File: src/rtl/control_alu_md.sv
// control_alu_md -- EX-stage ALU control with an optional iterative
// multiply/divide engine and HI/LO registers.
//
// Optional feature macro: CONTROL_ALU_MULDIV_EN
//   defined   : FSM, HI/LO registers and mult/div/move decode are built.
//   undefined : mult/div/move functs decode as illegal; o_Stall, o_HiLo,
//               o_HiLoSel and o_DbgState are tied to 0; purely combinational.
//
// Ports
//   i_clk, i_reset   clock, synchronous active-high reset
//   i_Valid          EX-stage instruction is valid
//   i_Funct/i_Opcode instruction funct / opcode fields
//   i_ALUOp          ALUOp from main control
//   i_RS, i_RT       operands (rs: dividend/multiplicand/MTxx source)
//   o_ALUOp          ALU operation code (1111 when illegal)
//   o_Illegal        decode matched no entry
//   o_Stall          freeze IF/ID/EX
//   o_HiLo           HI for MFHI, LO for MFLO, else 0
//   o_HiLoSel        EX result comes from o_HiLo
//   o_DbgState       FSM state (0 IDLE, 1 RUN, 2 DONE)
//
// Pipeline contract: an instruction is offered while i_Valid is high and is
// consumed on any rising edge where o_Stall is low. A MULT/DIV raises
// o_Stall in its accept cycle and every RUN cycle, so the pipeline holds the
// same instruction until DONE, where it retires without being re-accepted.
module control_alu_md #(
  parameter int NBITS        = 32,
  parameter int ANBITS       = 6,
  parameter int NBITSCONTROL = 2,
  parameter int ALUOP        = 4
) (
  input  logic                    i_clk,
  input  logic                    i_reset,
  input  logic                    i_Valid,
  input  logic [ANBITS-1:0]       i_Funct,
  input  logic [ANBITS-1:0]       i_Opcode,
  input  logic [NBITSCONTROL-1:0] i_ALUOp,
  input  logic [NBITS-1:0]        i_RS,
  input  logic [NBITS-1:0]        i_RT,
  output logic [ALUOP-1:0]        o_ALUOp,
  output logic                    o_Illegal,
  output logic                    o_Stall,
  output logic [NBITS-1:0]        o_HiLo,
  output logic                    o_HiLoSel,
  output logic [1:0]              o_DbgState
);

  localparam logic [NBITSCONTROL-1:0] CTL_ADD   = NBITSCONTROL'(2'b00);
  localparam logic [NBITSCONTROL-1:0] CTL_SUB   = NBITSCONTROL'(2'b01);
  localparam logic [NBITSCONTROL-1:0] CTL_RTYPE = NBITSCONTROL'(2'b10);
  localparam logic [NBITSCONTROL-1:0] CTL_IMM   = NBITSCONTROL'(2'b11);

  localparam logic [ALUOP-1:0] OP_AND = ALUOP'(4'b0000);
  localparam logic [ALUOP-1:0] OP_OR  = ALUOP'(4'b0001);
  localparam logic [ALUOP-1:0] OP_ADD = ALUOP'(4'b0010);
  localparam logic [ALUOP-1:0] OP_SLL = ALUOP'(4'b0011);
  localparam logic [ALUOP-1:0] OP_SRL = ALUOP'(4'b0100);
  localparam logic [ALUOP-1:0] OP_SRA = ALUOP'(4'b0101);
  localparam logic [ALUOP-1:0] OP_SUB = ALUOP'(4'b0110);
  localparam logic [ALUOP-1:0] OP_SLT = ALUOP'(4'b0111);
  localparam logic [ALUOP-1:0] OP_NOR = ALUOP'(4'b1100);
  localparam logic [ALUOP-1:0] OP_XOR = ALUOP'(4'b1101);
  localparam logic [ALUOP-1:0] OP_BAD = ALUOP'(4'b1111);

  localparam logic [ANBITS-1:0] F_ADD  = ANBITS'(6'b100000);
  localparam logic [ANBITS-1:0] F_ADDU = ANBITS'(6'b100001);
  localparam logic [ANBITS-1:0] F_SUB  = ANBITS'(6'b100010);
  localparam logic [ANBITS-1:0] F_SUBU = ANBITS'(6'b100011);
  localparam logic [ANBITS-1:0] F_AND  = ANBITS'(6'b100100);
  localparam logic [ANBITS-1:0] F_OR   = ANBITS'(6'b100101);
  localparam logic [ANBITS-1:0] F_XOR  = ANBITS'(6'b100110);
  localparam logic [ANBITS-1:0] F_NOR  = ANBITS'(6'b100111);
  localparam logic [ANBITS-1:0] F_SLT  = ANBITS'(6'b101010);
  localparam logic [ANBITS-1:0] F_SLL  = ANBITS'(6'b000000);
  localparam logic [ANBITS-1:0] F_SRL  = ANBITS'(6'b000010);
  localparam logic [ANBITS-1:0] F_SRA  = ANBITS'(6'b000011);
  localparam logic [ANBITS-1:0] F_SLLV = ANBITS'(6'b000100);
  localparam logic [ANBITS-1:0] F_SRLV = ANBITS'(6'b000110);
  localparam logic [ANBITS-1:0] F_SRAV = ANBITS'(6'b000111);

  localparam logic [ANBITS-1:0] O_SLTI = ANBITS'(6'b001010);
  localparam logic [ANBITS-1:0] O_ANDI = ANBITS'(6'b001100);
  localparam logic [ANBITS-1:0] O_ORI  = ANBITS'(6'b001101);
  localparam logic [ANBITS-1:0] O_XORI = ANBITS'(6'b001110);

  logic rtype;
  logic md_funct;   // funct is one of the eight mult/div/move codes

  assign rtype = (i_ALUOp == CTL_RTYPE);

  // ---------------------------------------------------------------------
  // Zero-latency decode, independent of i_Valid.
  // ---------------------------------------------------------------------
  always_comb begin
    o_ALUOp   = OP_BAD;
    o_Illegal = 1'b1;
    case (i_ALUOp)
      CTL_ADD: begin o_ALUOp = OP_ADD; o_Illegal = 1'b0; end
      CTL_SUB: begin o_ALUOp = OP_SUB; o_Illegal = 1'b0; end
      CTL_RTYPE: begin
        o_Illegal = 1'b0;
        case (i_Funct)
          F_ADD, F_ADDU:  o_ALUOp = OP_ADD;
          F_SUB, F_SUBU:  o_ALUOp = OP_SUB;
          F_AND:          o_ALUOp = OP_AND;
          F_OR:           o_ALUOp = OP_OR;
          F_NOR:          o_ALUOp = OP_NOR;
          F_XOR:          o_ALUOp = OP_XOR;
          F_SLT:          o_ALUOp = OP_SLT;
          F_SLL, F_SLLV:  o_ALUOp = OP_SLL;
          F_SRL, F_SRLV:  o_ALUOp = OP_SRL;
          F_SRA, F_SRAV:  o_ALUOp = OP_SRA;
          default: begin
            // Mult/div/move ops pass a harmless ADD code down the ALU path.
            o_ALUOp   = md_funct ? OP_ADD : OP_BAD;
            o_Illegal = !md_funct;
          end
        endcase
      end
      CTL_IMM: begin
        o_Illegal = 1'b0;
        case (i_Opcode)
          O_SLTI:  o_ALUOp = OP_SLT;
          O_ANDI:  o_ALUOp = OP_AND;
          O_ORI:   o_ALUOp = OP_OR;
          O_XORI:  o_ALUOp = OP_XOR;
          default: o_Illegal = 1'b1;
        endcase
      end
      default: ;
    endcase
  end

`ifdef CONTROL_ALU_MULDIV_EN

  localparam logic [ANBITS-1:0] F_MFHI  = ANBITS'(6'b010000);
  localparam logic [ANBITS-1:0] F_MTHI  = ANBITS'(6'b010001);
  localparam logic [ANBITS-1:0] F_MFLO  = ANBITS'(6'b010010);
  localparam logic [ANBITS-1:0] F_MTLO  = ANBITS'(6'b010011);
  localparam logic [ANBITS-1:0] F_MULT  = ANBITS'(6'b011000);
  localparam logic [ANBITS-1:0] F_MULTU = ANBITS'(6'b011001);
  localparam logic [ANBITS-1:0] F_DIV   = ANBITS'(6'b011010);
  localparam logic [ANBITS-1:0] F_DIVU  = ANBITS'(6'b011011);
  localparam int CW = $clog2(NBITS + 1);

  typedef enum logic [1:0] {S_IDLE = 2'd0, S_RUN = 2'd1, S_DONE = 2'd2} state_e;

  state_e           state_q, state_d;
  logic [CW-1:0]    cnt_q, cnt_d;
  logic [NBITS-1:0] hi_q, hi_d, lo_q, lo_d;
  // acc: upper product half / partial remainder; mq: multiplier / quotient;
  // opnd: multiplicand / divisor magnitude.
  logic [NBITS-1:0] acc_q, acc_d, mq_q, mq_d, opnd_q, opnd_d;
  logic             div_q, div_d, neg_q, neg_d, rneg_q, rneg_d, dz_q, dz_d;

  logic             is_mul, is_div, start, is_signed, rs_neg, rt_neg;
  logic [NBITS-1:0] rs_mag, rt_mag;
  logic [NBITS:0]   mul_sum, div_shift;
  logic [NBITS+1:0] div_diff;
  logic             div_borrow, unused_diff;
  logic [NBITS-1:0] step_acc, step_mq, quo_fix, rem_fix, res_hi, res_lo;
  logic [2*NBITS-1:0] prod, prod_fix;
  logic             hilo_sel;

  assign md_funct = (i_Funct == F_MFHI) || (i_Funct == F_MTHI) ||
                    (i_Funct == F_MFLO) || (i_Funct == F_MTLO) ||
                    (i_Funct == F_MULT) || (i_Funct == F_MULTU) ||
                    (i_Funct == F_DIV)  || (i_Funct == F_DIVU);

  assign is_mul    = (i_Funct == F_MULT) || (i_Funct == F_MULTU);
  assign is_div    = (i_Funct == F_DIV)  || (i_Funct == F_DIVU);
  assign start     = i_Valid && rtype && (is_mul || is_div);
  assign is_signed = (i_Funct == F_MULT) || (i_Funct == F_DIV);
  assign rs_neg    = is_signed && i_RS[NBITS-1];
  assign rt_neg    = is_signed && i_RT[NBITS-1];
  assign rs_mag    = rs_neg ? -i_RS : i_RS;
  assign rt_mag    = rt_neg ? -i_RT : i_RT;

  // One shift-add multiply step: {carry,acc,mq} shifted right by one.
  assign mul_sum = {1'b0, acc_q} + (mq_q[0] ? {1'b0, opnd_q} : '0);

  // One restoring divide step: shift in the next dividend bit, keep the
  // difference only when it does not borrow. The remainder never exceeds
  // NBITS bits, so bit NBITS of the difference is always 0.
  assign div_shift   = {acc_q, mq_q[NBITS-1]};
  assign div_diff    = {1'b0, div_shift} - {2'b00, opnd_q};
  assign div_borrow  = div_diff[NBITS+1];
  assign unused_diff = div_diff[NBITS];

  assign step_acc = div_q ? (div_borrow ? div_shift[NBITS-1:0] : div_diff[NBITS-1:0])
                          : mul_sum[NBITS:1];
  assign step_mq  = div_q ? {mq_q[NBITS-2:0], ~div_borrow}
                          : {mul_sum[0], mq_q[NBITS-1:1]};

  // Sign fix-up on the final step. Divide-by-zero naturally leaves the
  // dividend in the remainder (sign restored), only the quotient is forced.
  assign prod     = {step_acc, step_mq};
  assign prod_fix = neg_q ? -prod : prod;
  assign quo_fix  = dz_q ? '1 : (neg_q ? -step_mq : step_mq);
  assign rem_fix  = rneg_q ? -step_acc : step_acc;
  assign res_hi   = div_q ? rem_fix : prod_fix[2*NBITS-1:NBITS];
  assign res_lo   = div_q ? quo_fix : prod_fix[NBITS-1:0];

  always_comb begin
    state_d = state_q;
    cnt_d   = cnt_q;
    hi_d    = hi_q;
    lo_d    = lo_q;
    acc_d   = acc_q;
    mq_d    = mq_q;
    opnd_d  = opnd_q;
    div_d   = div_q;
    neg_d   = neg_q;
    rneg_d  = rneg_q;
    dz_d    = dz_q;
    o_Stall = 1'b0;
    case (state_q)
      S_IDLE: begin
        if (start) begin
          o_Stall = 1'b1;
          state_d = S_RUN;
          cnt_d   = CW'(NBITS);
          acc_d   = '0;
          mq_d    = is_div ? rs_mag : rt_mag;
          opnd_d  = is_div ? rt_mag : rs_mag;
          div_d   = is_div;
          neg_d   = rs_neg ^ rt_neg;
          rneg_d  = rs_neg;
          dz_d    = is_div && (i_RT == '0);
        end else if (i_Valid && rtype && (i_Funct == F_MTHI)) begin
          hi_d = i_RS;
        end else if (i_Valid && rtype && (i_Funct == F_MTLO)) begin
          lo_d = i_RS;
        end
      end
      S_RUN: begin
        o_Stall = 1'b1;
        acc_d   = step_acc;
        mq_d    = step_mq;
        cnt_d   = cnt_q - CW'(1);
        if (cnt_q == CW'(1)) begin
          state_d = S_DONE;
          hi_d    = res_hi;
          lo_d    = res_lo;
        end
      end
      S_DONE:  state_d = S_IDLE;
      default: state_d = S_IDLE;
    endcase
    if (i_reset) o_Stall = 1'b0;
  end

  always_ff @(posedge i_clk) begin
    if (i_reset) begin
      state_q <= S_IDLE;
      cnt_q   <= '0;
      hi_q    <= '0;
      lo_q    <= '0;
      acc_q   <= '0;
      mq_q    <= '0;
      opnd_q  <= '0;
      div_q   <= 1'b0;
      neg_q   <= 1'b0;
      rneg_q  <= 1'b0;
      dz_q    <= 1'b0;
    end else begin
      state_q <= state_d;
      cnt_q   <= cnt_d;
      hi_q    <= hi_d;
      lo_q    <= lo_d;
      acc_q   <= acc_d;
      mq_q    <= mq_d;
      opnd_q  <= opnd_d;
      div_q   <= div_d;
      neg_q   <= neg_d;
      rneg_q  <= rneg_d;
      dz_q    <= dz_d;
    end
  end

  assign hilo_sel   = (state_q == S_IDLE) && rtype &&
                      ((i_Funct == F_MFHI) || (i_Funct == F_MFLO));
  assign o_HiLoSel  = hilo_sel;
  assign o_HiLo     = (i_reset || !hilo_sel) ? '0 :
                      ((i_Funct == F_MFHI) ? hi_q : lo_q);
  assign o_DbgState = state_q;

`else

  logic unused_inputs;

  assign md_funct      = 1'b0;
  assign o_Stall       = 1'b0;
  assign o_HiLo        = '0;
  assign o_HiLoSel     = 1'b0;
  assign o_DbgState    = 2'b00;
  assign unused_inputs = ^{i_clk, i_reset, i_Valid, i_RS, i_RT};

`endif

endmodule

File: config.mk
export PLATFORM = sky130hd
export DESIGN_NAME = control_alu_md
export DESIGN_NICKNAME = d
export VERILOG_FILES = /design/src/rtl/control_alu_md.sv
export SDC_FILE = /design/constraint.sdc
export NUM_CORES = 1
export LEC_CHECK = 0
export ABC_AREA = 1
export BUFFER_PORTS_ARGS = -buffer_cell sky130_fd_sc_hd__buf_4
export CAP_MARGIN = 5
export CORE_MARGIN = 2
export CORE_UTILIZATION = 25
export DETAILED_ROUTE_END_ITERATION = 10
export GPL_TIMING_DRIVEN = 0
export PLACE_DENSITY = 0.95
export SKIP_LAST_GASP = 1
export SYNTH_ARGS = -nofsm -noshare
export SYNTH_HDL_FRONTEND = slang
export SYNTH_SLANG_ARGS = --single-unit
File: constraint.sdc
create_clock -name vclk -period 1.4
set_clock_uncertainty 0.2 [all_clocks]
set_input_delay 0.28 -clock vclk [all_inputs]
set_output_delay 0.28 -clock vclk [all_outputs]
set_load 0.05 [all_outputs]
==> metrics.yaml <==
status: "finished with violations"
violations: "negative setup slack"
coreArea_um2: 2020
worst_slack_ns: -0.228
dp_hpwl_mm: 1.04
wirelength_mm: 1.20
std_cell_rows: 16
path_cells: "buf_8 > nor2_4 > and3_4 > nand2_1 > nand2_1 > nand2_2 > nand2_4 > buf_8"
grt_max_degree: 7
wl_per_cell_um: 6.71
period_share: 1.16
seq_area_um2: 0
grt_pass1_vias: 476
grt_pass1_wl_mm: 1.85
critical_path_arrival_ns: 1.15
period_needed_ns: 1.63
drtAntennaViolNets: 0
grtUsageTotal: 0.0849
io_pins: 122
critPathLaunchType: "primary input"
n_clock_buffer: 0
dieArea_um2: 2590
drv_slew: 0
finalSetupViolCount: 5
synthMostInstantiatedCell: "buf_4"
avgViaCountPerCell: 3.37
hold_viol: 0
vias: 604
die_w_um: 50.9
yosys_warnings: 0
start_util: 0.272
antenna_found_initial: 0
cpPeakStageDelay_ns: 0.20
avgSynthCellArea_um2: 5.68
synth.distinct_cells: 14
n_antenna_cell: 0
setup.worst_path.end_class: "output pin"
fin_cells: 179
path_class: "primary input to output pin"
cellPowerDensity_nw_per_um2: 492
die_height_um: 50.9
synth_cells: 97
hp-class: "primary input to output pin"
synth_commonest_cells: "buf_4, nand2_1, inv_1"
setup-tns-final_ns: -1.05
synth_area_um2: 551
detailedRoute.firstIterationViolations: 4
syn_to_final_growth_pct: 83.4
route.detailed.drc: 0
first_pass_iters: 4
nFlopsAndLatches: 0
final_nets: 235
grt_overflow: 0
gp_congestion: 0.682
cp_data_required_time_ns: 0.92
netlist.area_leader.share: 0.491
synthTopCellsByArea: "buf_4, nand2_1, inv_1"
rsz0062_at_grt: "true"
dp.cells: 178
synth_largest_area_cell: "buf_4"
drive_gt1_frac: 0.520
ir_drop_mv: 0.217
fmax_mhz: 614
port_buffers: 19
p_leak_nw: 0.611
seq_area_frac_synth: 0
path_max_fanout: 6
maxCapViolations: 0
crit_slowest_cell: "and3_4"
==> per-layer routing <==
metal	GRT usage	vias up	wire [um]
met5	0	-	0
li1	-	337	-
met1	0.109	222	473
met3	0.00877	0	189
met4	0	0	0
met2	0.160	45	538
==> critical path: cells and delay by family <==
| kind | cells | cell delay (ns) |
|---|---|---|
| buf+inv | 2 | 0.24 |
| simple gates | 6 | 0.62 |
==> where the power goes <==
group | switching [W] | internal [W] | leakage [nW] | total [W]
sequential | 0 | 0 | 0 | 0
combinational | 0.000339 | 0.000158 | 0.611 | 0.000497
clock | 0 | 0 | 0 | 0
total | 0.000339 | 0.000158 | 0.611 | 0.000497
==> cell usage in the layout, fill, tap and decap left out <==
cell and n:
buf_4 49, conb_1 36, inv_1 11, nand2_1 10, nand3_1 5, nor2_4 4
nor2_1 4, nand3_2 4, buf_8 4, o21ai_1 3, nor2_2 3, nand2_2 3
nand2_4 3, buf_6 3, inv_2 2, nand4_1 2, nor2_8 1, o21a_1 1
o21ai_4 1, o21ai_0 1, a21oi_2 1, and3_4 1
==> metrics by stage <==
step	util	hold WS, ns	setup slack [ns]	instance area (um2)	total power, W
2_1_floorplan	-	0.589	-0.0199	742	0.000395
3_3_place_gp	0.454	0.781	-0.305	918	0.000458
3_5_place_dp	0.454	0.796	-0.329	918	0.000460
4_1_cts	0.494	0.763	-0.214	998	0.000490
5_1_grt	0.499	0.799	-0.303	1010	0.000522
6_report	0.499	0.762	-0.228	1010	0.000497
==> logic make-up after synthesis <==
logic type | synth area share
and+or+nand+nor | 0.345
buffers and inverters | 0.580
AOI/OAI and AO/OA | 0.0682
other | 0.00681
==> repair_timing <==
| action | in CTS | in global routing |
|---|---|---|
| gates resized for setup | 19 | 3 |
| endpoints found under the setup margin | 5 | 5 |
| pin swaps | 7 | 3 |
| setup buffers | 1 | 0 |
| hold buffers | 0 | 0 |
| cloned | 0 | 0 |
==> worst paths after layout <==
check                    from    endpoint  cells past startpoint  slack, ns
setup / recovery   i_Funct[3]  o_ALUOp[3]                      8      -0.23
hold / removal    i_Opcode[0]  o_ALUOp[0]                      4       0.76
==> layout make-up <==
class	instances	area (um2)
repair buffers	20	191
inverters	13	48.8
fillers	201	1010
multi-input cells	83	465
well taps	27	33.8
plain buffers	36	270
(Power assumes the default switching activity.)
